$ cat src/rtl/fch_imem_ctrl.sv
// Instruction-fetch SRAM controller.
// Takes fetch requests from the IFU, reads a single-cycle-latency instruction
// SRAM and returns the words in request order through a small response FIFO.
// A request whose pc is misaligned or outside the SRAM window does not touch
// the SRAM. It returns ir = 0 with err = 1 instead.
//
// Handshake rules (both channels): a transfer happens on a rising edge where
// valid and ready are both high. The producer holds its payload steady while
// valid is high and ready is low. Ready never depends on the other side's
// valid in the same cycle, except that fl_req_vld forces fch_req_rdy low.

`ifndef RV_PC_SIZE
`define RV_PC_SIZE 32
`endif
`ifndef RV_IR_SIZE
`define RV_IR_SIZE 32
`endif

module fch_imem_ctrl #(
    parameter int ADDR_W    = 14,
    parameter int RSP_DEPTH = 2
) (
    input  logic                   clk,
    input  logic                   rst_n,
    input  logic                   fch_req_vld,
    output logic                   fch_req_rdy,
    input  logic [`RV_PC_SIZE-1:0] fch_req_pc,
    output logic                   fch_rsp_vld,
    input  logic                   fch_rsp_rdy,
    output logic [`RV_IR_SIZE-1:0] fch_rsp_ir,
    output logic                   fch_rsp_err,
    input  logic                   fl_req_vld,
    output logic                   mem_ce,
    output logic [ADDR_W-1:0]      mem_addr,
    input  logic [`RV_IR_SIZE-1:0] mem_rdata
);

    localparam int PC_W  = `RV_PC_SIZE;
    localparam int IR_W  = `RV_IR_SIZE;
    // Pointer and occupancy widths for the legal depth range 2..4.
    localparam int PTR_W = (RSP_DEPTH > 2) ? 2 : 1;
    localparam int CNT_W = (RSP_DEPTH > 3) ? 3 : 2;
    localparam logic [CNT_W-1:0] DEPTH_C  = CNT_W'(RSP_DEPTH);
    localparam logic [PTR_W-1:0] LAST_PTR = PTR_W'(RSP_DEPTH - 1);

    // Pointer advance with wrap at the buffer depth. The depth need not be a
    // power of two.
    function automatic logic [PTR_W-1:0] ptr_inc(input logic [PTR_W-1:0] p);
        return (p == LAST_PTR) ? '0 : p + 1'b1;
    endfunction

    // ------------------------------------------------------------------
    // Request side
    // ------------------------------------------------------------------
    logic             req_hs;
    logic             req_fault;
    logic [CNT_W-1:0] pending;

    // In-flight stage: one request between the SRAM access and the FIFO push.
    logic             stage_vld;
    logic             stage_fault;
    logic             stage_drop;

    // Response FIFO state.
    logic [CNT_W-1:0] occ;
    logic [PTR_W-1:0] wr_ptr;
    logic [PTR_W-1:0] rd_ptr;
    logic [IR_W-1:0]  fifo_ir  [RSP_DEPTH];
    logic             fifo_err [RSP_DEPTH];

    logic             push;
    logic             pop;
    logic [IR_W-1:0]  push_ir;

    // Fault decode: the pc must be word aligned and inside the SRAM window.
    always_comb begin
        req_fault = (fch_req_pc[1:0] != 2'b00) ||
                    (fch_req_pc[PC_W-1:ADDR_W+2] != '0);
    end

    // Ready comes only from registered occupancy, the in-flight bit, reset
    // and flush. A new request is accepted only when the FIFO is sure to have
    // room for its response, so the stage never has to stall.
    always_comb begin
        pending     = occ + CNT_W'(stage_vld);
        fch_req_rdy = rst_n && !fl_req_vld && (pending < DEPTH_C);
        req_hs      = fch_req_vld && fch_req_rdy;
        mem_ce      = req_hs && !req_fault;
        mem_addr    = fch_req_pc[ADDR_W+1:2];
    end

    // Capture the accepted request into the in-flight stage. The stage lives
    // for exactly the one cycle in which the SRAM returns its data.
    always_ff @(posedge clk or negedge rst_n) begin
        if (!rst_n) begin
            stage_vld   <= 1'b0;
            stage_fault <= 1'b0;
            stage_drop  <= 1'b0;
        end else if (req_hs) begin
            stage_vld   <= 1'b1;
            stage_fault <= req_fault;
            stage_drop  <= 1'b0;
        end else begin
            stage_vld   <= 1'b0;
            // Remember a flush seen while the read was in flight.
            stage_drop  <= stage_vld && fl_req_vld;
        end
    end

    // ------------------------------------------------------------------
    // Response FIFO
    // ------------------------------------------------------------------
    // A flush in the push cycle squashes the data. The stage drop bit
    // covers the same read after it has been marked.
    always_comb begin
        push    = stage_vld && !stage_drop && !fl_req_vld;
        pop     = fch_rsp_vld && fch_rsp_rdy;
        push_ir = stage_fault ? '0 : mem_rdata;
    end

    // Occupancy and pointer bookkeeping. A flush wins over any same-cycle
    // push or pop. A simultaneous push and pop leaves occupancy unchanged.
    always_ff @(posedge clk or negedge rst_n) begin
        if (!rst_n) begin
            occ    <= '0;
            wr_ptr <= '0;
            rd_ptr <= '0;
        end else if (fl_req_vld) begin
            occ    <= '0;
            wr_ptr <= '0;
            rd_ptr <= '0;
        end else begin
            if (push) begin
                wr_ptr <= ptr_inc(wr_ptr);
            end
            if (pop) begin
                rd_ptr <= ptr_inc(rd_ptr);
            end
            occ <= occ + CNT_W'(push) - CNT_W'(pop);
        end
    end

    // Data storage. The outputs are masked while the FIFO is empty, so the
    // storage itself needs no reset.
    always_ff @(posedge clk) begin
        if (push) begin
            fifo_ir[wr_ptr]  <= push_ir;
            fifo_err[wr_ptr] <= stage_fault;
        end
    end

    // Present the head entry. The head only moves on a pop or a flush, so the
    // payload holds while the IFU stalls.
    always_comb begin
        fch_rsp_vld = (occ != '0);
        fch_rsp_ir  = fch_rsp_vld ? fifo_ir[rd_ptr]  : '0;
        fch_rsp_err = fch_rsp_vld ? fifo_err[rd_ptr] : 1'b0;
    end

endmodule

$ cat config.mk
export PLATFORM = sky130hd
export DESIGN_NAME = fch_imem_ctrl
export DESIGN_NICKNAME = d
export VERILOG_FILES = /design/src/rtl/fch_imem_ctrl.sv
export SDC_FILE = /design/constraint.sdc
export NUM_CORES = 1
export LEC_CHECK = 0
export CAP_MARGIN = 0
export CELL_PAD_IN_SITES_DETAIL_PLACEMENT = 0
export CELL_PAD_IN_SITES_GLOBAL_PLACEMENT = 1
export CORE_UTILIZATION = 39
export CTS_BUF_LIST = sky130_fd_sc_hd__clkbuf_8
export DETAILED_ROUTE_END_ITERATION = 10
export HOLD_SLACK_MARGIN = 0.08
export PLACE_DENSITY = 0.86
export SYNTH_ARGS = -nofsm -noshare
export SYNTH_HDL_FRONTEND = slang
export SYNTH_SLANG_ARGS = --single-unit
$ cat constraint.sdc
create_clock -name clk -period 7.2 [get_ports clk]
set_input_delay 0.72 -clock clk [delete_from_list [all_inputs] [get_ports clk]]
set_output_delay 0.72 -clock clk [all_outputs]
set_load 0.02 [all_outputs]
==> flow_results.org <==
** Status
- Status :: finished, final reports clean

** Die
- Std-Cell Rows :: 32
- Pin placement for this block handled around 120 I/O pins.
- The floorplan step defined a die boundary enclosing 0.00859 mm^2.
- Vert. Die Dim :: 92.7 um
- The initial utilization of the core area, before any placement, comes to 0.409.
- The die is 92.7 um wide.
- The core region is 0.00785 mm^2.

** Logic synthesis
- Post-Syn Nets :: 302
- Sequential share of the synthesized area :: 0.673
- Post-synthesis cell type with the largest combined area :: edfxtp_1
- Top cell type's share of synthesized area :: 0.618
- Most numerous cell types in the synthesized netlist :: 66 x edfxtp_1, 39 x nor2_1, 34 x nor2b_1
- By instance count, the leading cell after synthesis is edfxtp_1.
- Warnings, synthesis :: 0
- Fraction of registers with async set or reset after synthesis :: 0.0959
- Cell Area, Synth :: approximately 0.0032 mm^2
- Yosys attributes the largest share of cell area to edfxtp_1 62%, mux2i_1 10%, nor2b_1 6.6%, dfrtp_1 5.5%, nor2_1 4.6%.
- Averaged over all synthesized cells, the footprint is 13.9 um^2.
- Register bit total from synthesis :: 73
- Yosys mapped the design onto 25 distinct sky130hd cell types.
- For this run, the leading register cell type out of synthesis is edfxtp_1.
- Count of flip-flops with a built-in enable after synthesis :: 66
- Number of instances in the synthesized netlist :: between 200 and 250

** Cells and area
- The number of antenna diodes in the final layout is 0.
- Layout filler cell count :: 676
- Area Growth Syn to Fin :: 33.0%
- The sequential cells in the finished layout cover a total of 0.00216 mm^2.
- Multi-input gate area in the final layout :: 895 um^2
- After the last flow step, the layout net total stands at 381.
- Share of cells above drive strength 1 :: 0.0669
- Core occupancy in the finished layout :: 0.543

** CTS
- Buffers added to address setup during post-CTS repair amount to 0.
- For this design, the sink count on the clock tree is 73.
- Maximum clock path buffer count :: 2
- H-Tree Level Count :: 3
- Count of hold buffers inserted by post-cts repair :: 0
- The tree is rooted in a clkbuf_8.
- CTS tree :: yes
- Number of buffers added by the clock tree synthesis step :: 9
- Clock-pin transition on the worst setup and hold timing paths :: ~0.070 ns
- Clock insertion delay at the later pin of the skew report :: approximately 0.32 ns
- In this run, post-CTS repair resized a total of 0 instances.

** Global routing
- The via count of the first global-routing pass was 2112.
- Summed over all layers, the global routing overflow is 0.
- The first global-routing pass estimated 9450 um of wire.
- Across every metal layer, demand over resource in global routing totals 0.145.
- Maximum number of pins on one net before global-route repair :: 35
- Initial antenna violation count :: 0

** Pwr
- For this design the static power due to leakage is 1.44 nW.
- Power spread over the standard cell area amounts to approximately 310 mW/mm^2.
- Maximum ir drop on the vdd rail :: 0.218 mV

** Detailed routing
- The detail route stage leaves a number of antenna-violating nets equal to 0.
- In the routed design, unresolved DRC markers number 0.
- WL per Instance :: 14.0 um
- The routed layout has 1992 vias.
- Before antenna repair, the detailed router went through 4 iterations.
- Via-per-instance ratio :: 4.79
- Number of design-rule violations left by the first detailed-router iteration :: 30
- Sum of routed wire length over all layers :: between 5000 and 6000 um

** Job
- The tool flagged a number of max-cap violations equal to 0.

** STA
- Setup TNS :: 0 ns
- Hold Vio Cnt, Final :: 0
- Post-layout minimum cycle time :: roughly 3.3 ns
- Clk_skew :: around 0.010 ns
- The worst path meets setup with 3.89 ns of slack.
- Slew Limit Fails :: 0
- Of the available clock period, the critical path in the final layout requires 0.459.
- Actual slew at the worst max-slew pin :: 1.01 ns
- Static timing analysis puts the maximum clock frequency at between 300 and 400 MHz.
- Unrepaired setup endpoints after global routing :: no
- Headroom to the max-slew limit :: 0.325
- Number of endpoints failing setup at the final stage :: 0

** Worst hold path
- Type of the tightest min-delay check :: reg2reg

** Place
- Buffers placed on the I/O ports in this run total 90.
- The congestion estimate from routability-driven global placement came to 0.739.
- Half-perimeter wire length after detailed placement :: 3810 um
- At the placement stage, the worst setup path has a slack of 3.86 ns.

** Worst setup path
- Critical Path Start Type :: input pin
- Critical path data required time :: between 6 and 7 ns
- Top fanout value on the critical path :: 9
- Kind of end point of the critical path :: primary output
- Worst setup path category :: in2out
- For the worst setup path, the data arrival time is 2.59 ns.
==> kinds of logic (layout without fill, tap and decap cells) <==
| logic type | count (synthesis) | in the layout | share of synthesized area |
|---|---|---|---|
| muxes | 33 | 33 | 0.103 |
| AOI/OAI and AO/OA | 4 | 4 | 0.00858 |
| buffers and inverters | 28 | 111 | 0.0538 |
| adders and majority gates | 2 | 2 | 0.00780 |
| and+or+nand+nor | 88 | 88 | 0.146 |
| DFF | 73 | 73 | 0.673 |
| xor gates and xnor gates | 3 | 3 | 0.00820 |
==> metrics by stage <==
step,total power [mW],cell area [um^2],instances,hold slack (ns)
6_report,1.31,4260,416,0.556
4_1_cts,1.33,4260,416,0.555
2_1_floorplan,0.833,3210,231,0.424
3_3_place_gp,1.07,4110,401,0.518
3_5_place_dp,1.07,4110,401,0.539
5_1_grt,1.38,4260,416,0.578
==> layout by cell type (no fill, tap or decap), types with 3 or more instances in the layout <==
cell type and n:
clkdlybuf4s50_1 90, edfxtp_1 66, nor2_1 36, nor2b_1 34, mux2i_1 33, clkbuf_8 9, inv_1 6, dfrtp_1 6
and3_1 3, nor4_1 3
==> per-layer routing <==
| metal | share of wire | GRT usage | wire, um |
|---|---|---|---|
| met3 | 0.061 | 0.0353 | 358 |
| met5 | 0 | 0 | 0 |
| met1 | 0.40 | 0.158 | 2330 |
| met4 | 0.020 | 0.0821 | 119 |
| met2 | 0.52 | 0.258 | 3030 |
==> cell type report <==
type / count / area share
sequential: 73 / 0.506
timing repair buffer: 92 / 0.215
multi-input combinational: 130 / 0.210
tap: 102 / 0.0299
clock buffer: 9 / 0.0290
clock inverter: 6 / 0.00675
inverter: 4 / 0.00352
==> worst max-delay path, cell delays in order <==
cell             delay (ns)
clkdlybuf4s50_1        0.68
and3b_1                0.23
and3_1                 0.20
and3_1                 0.16
clkdlybuf4s50_1        0.60
==> flip-flops by register name, indices dropped and copies added, names as in the netlist <==
| signal | flops |
|---|---|
| stage_fault | 1 |
| wr_ptr | 1 |
| fifo_err | 2 |
| stage_drop | 1 |
| occ | 2 |
| stage_vld | 1 |
| fifo_ir | 64 |
| rd_ptr | 1 |
==> where the power goes <==
part           internal [mW]  total [mW]  switching (mW)
registers              0.474       0.525          0.0515
clock network          0.118       0.251           0.133
logic                  0.269       0.533           0.264
total                  0.861        1.31           0.448
==> worst paths after layout <==
kind	start	end	slack [ns]	depth (start not counted)
setup / recovery	rst_n	mem_ce	3.89	5
hold / removal	stage_vld	stage_drop	0.56	1
setup reg to reg	stage_vld	fifo_ir[0][12]	5.20	3
hold reg to reg	stage_vld	stage_drop	0.56	1
max in group asynchronous	rst_n	rd_ptr	6.25	1
min in group asynchronous	rst_n	stage_drop	0.67	1
(Power assumes the default switching activity.)
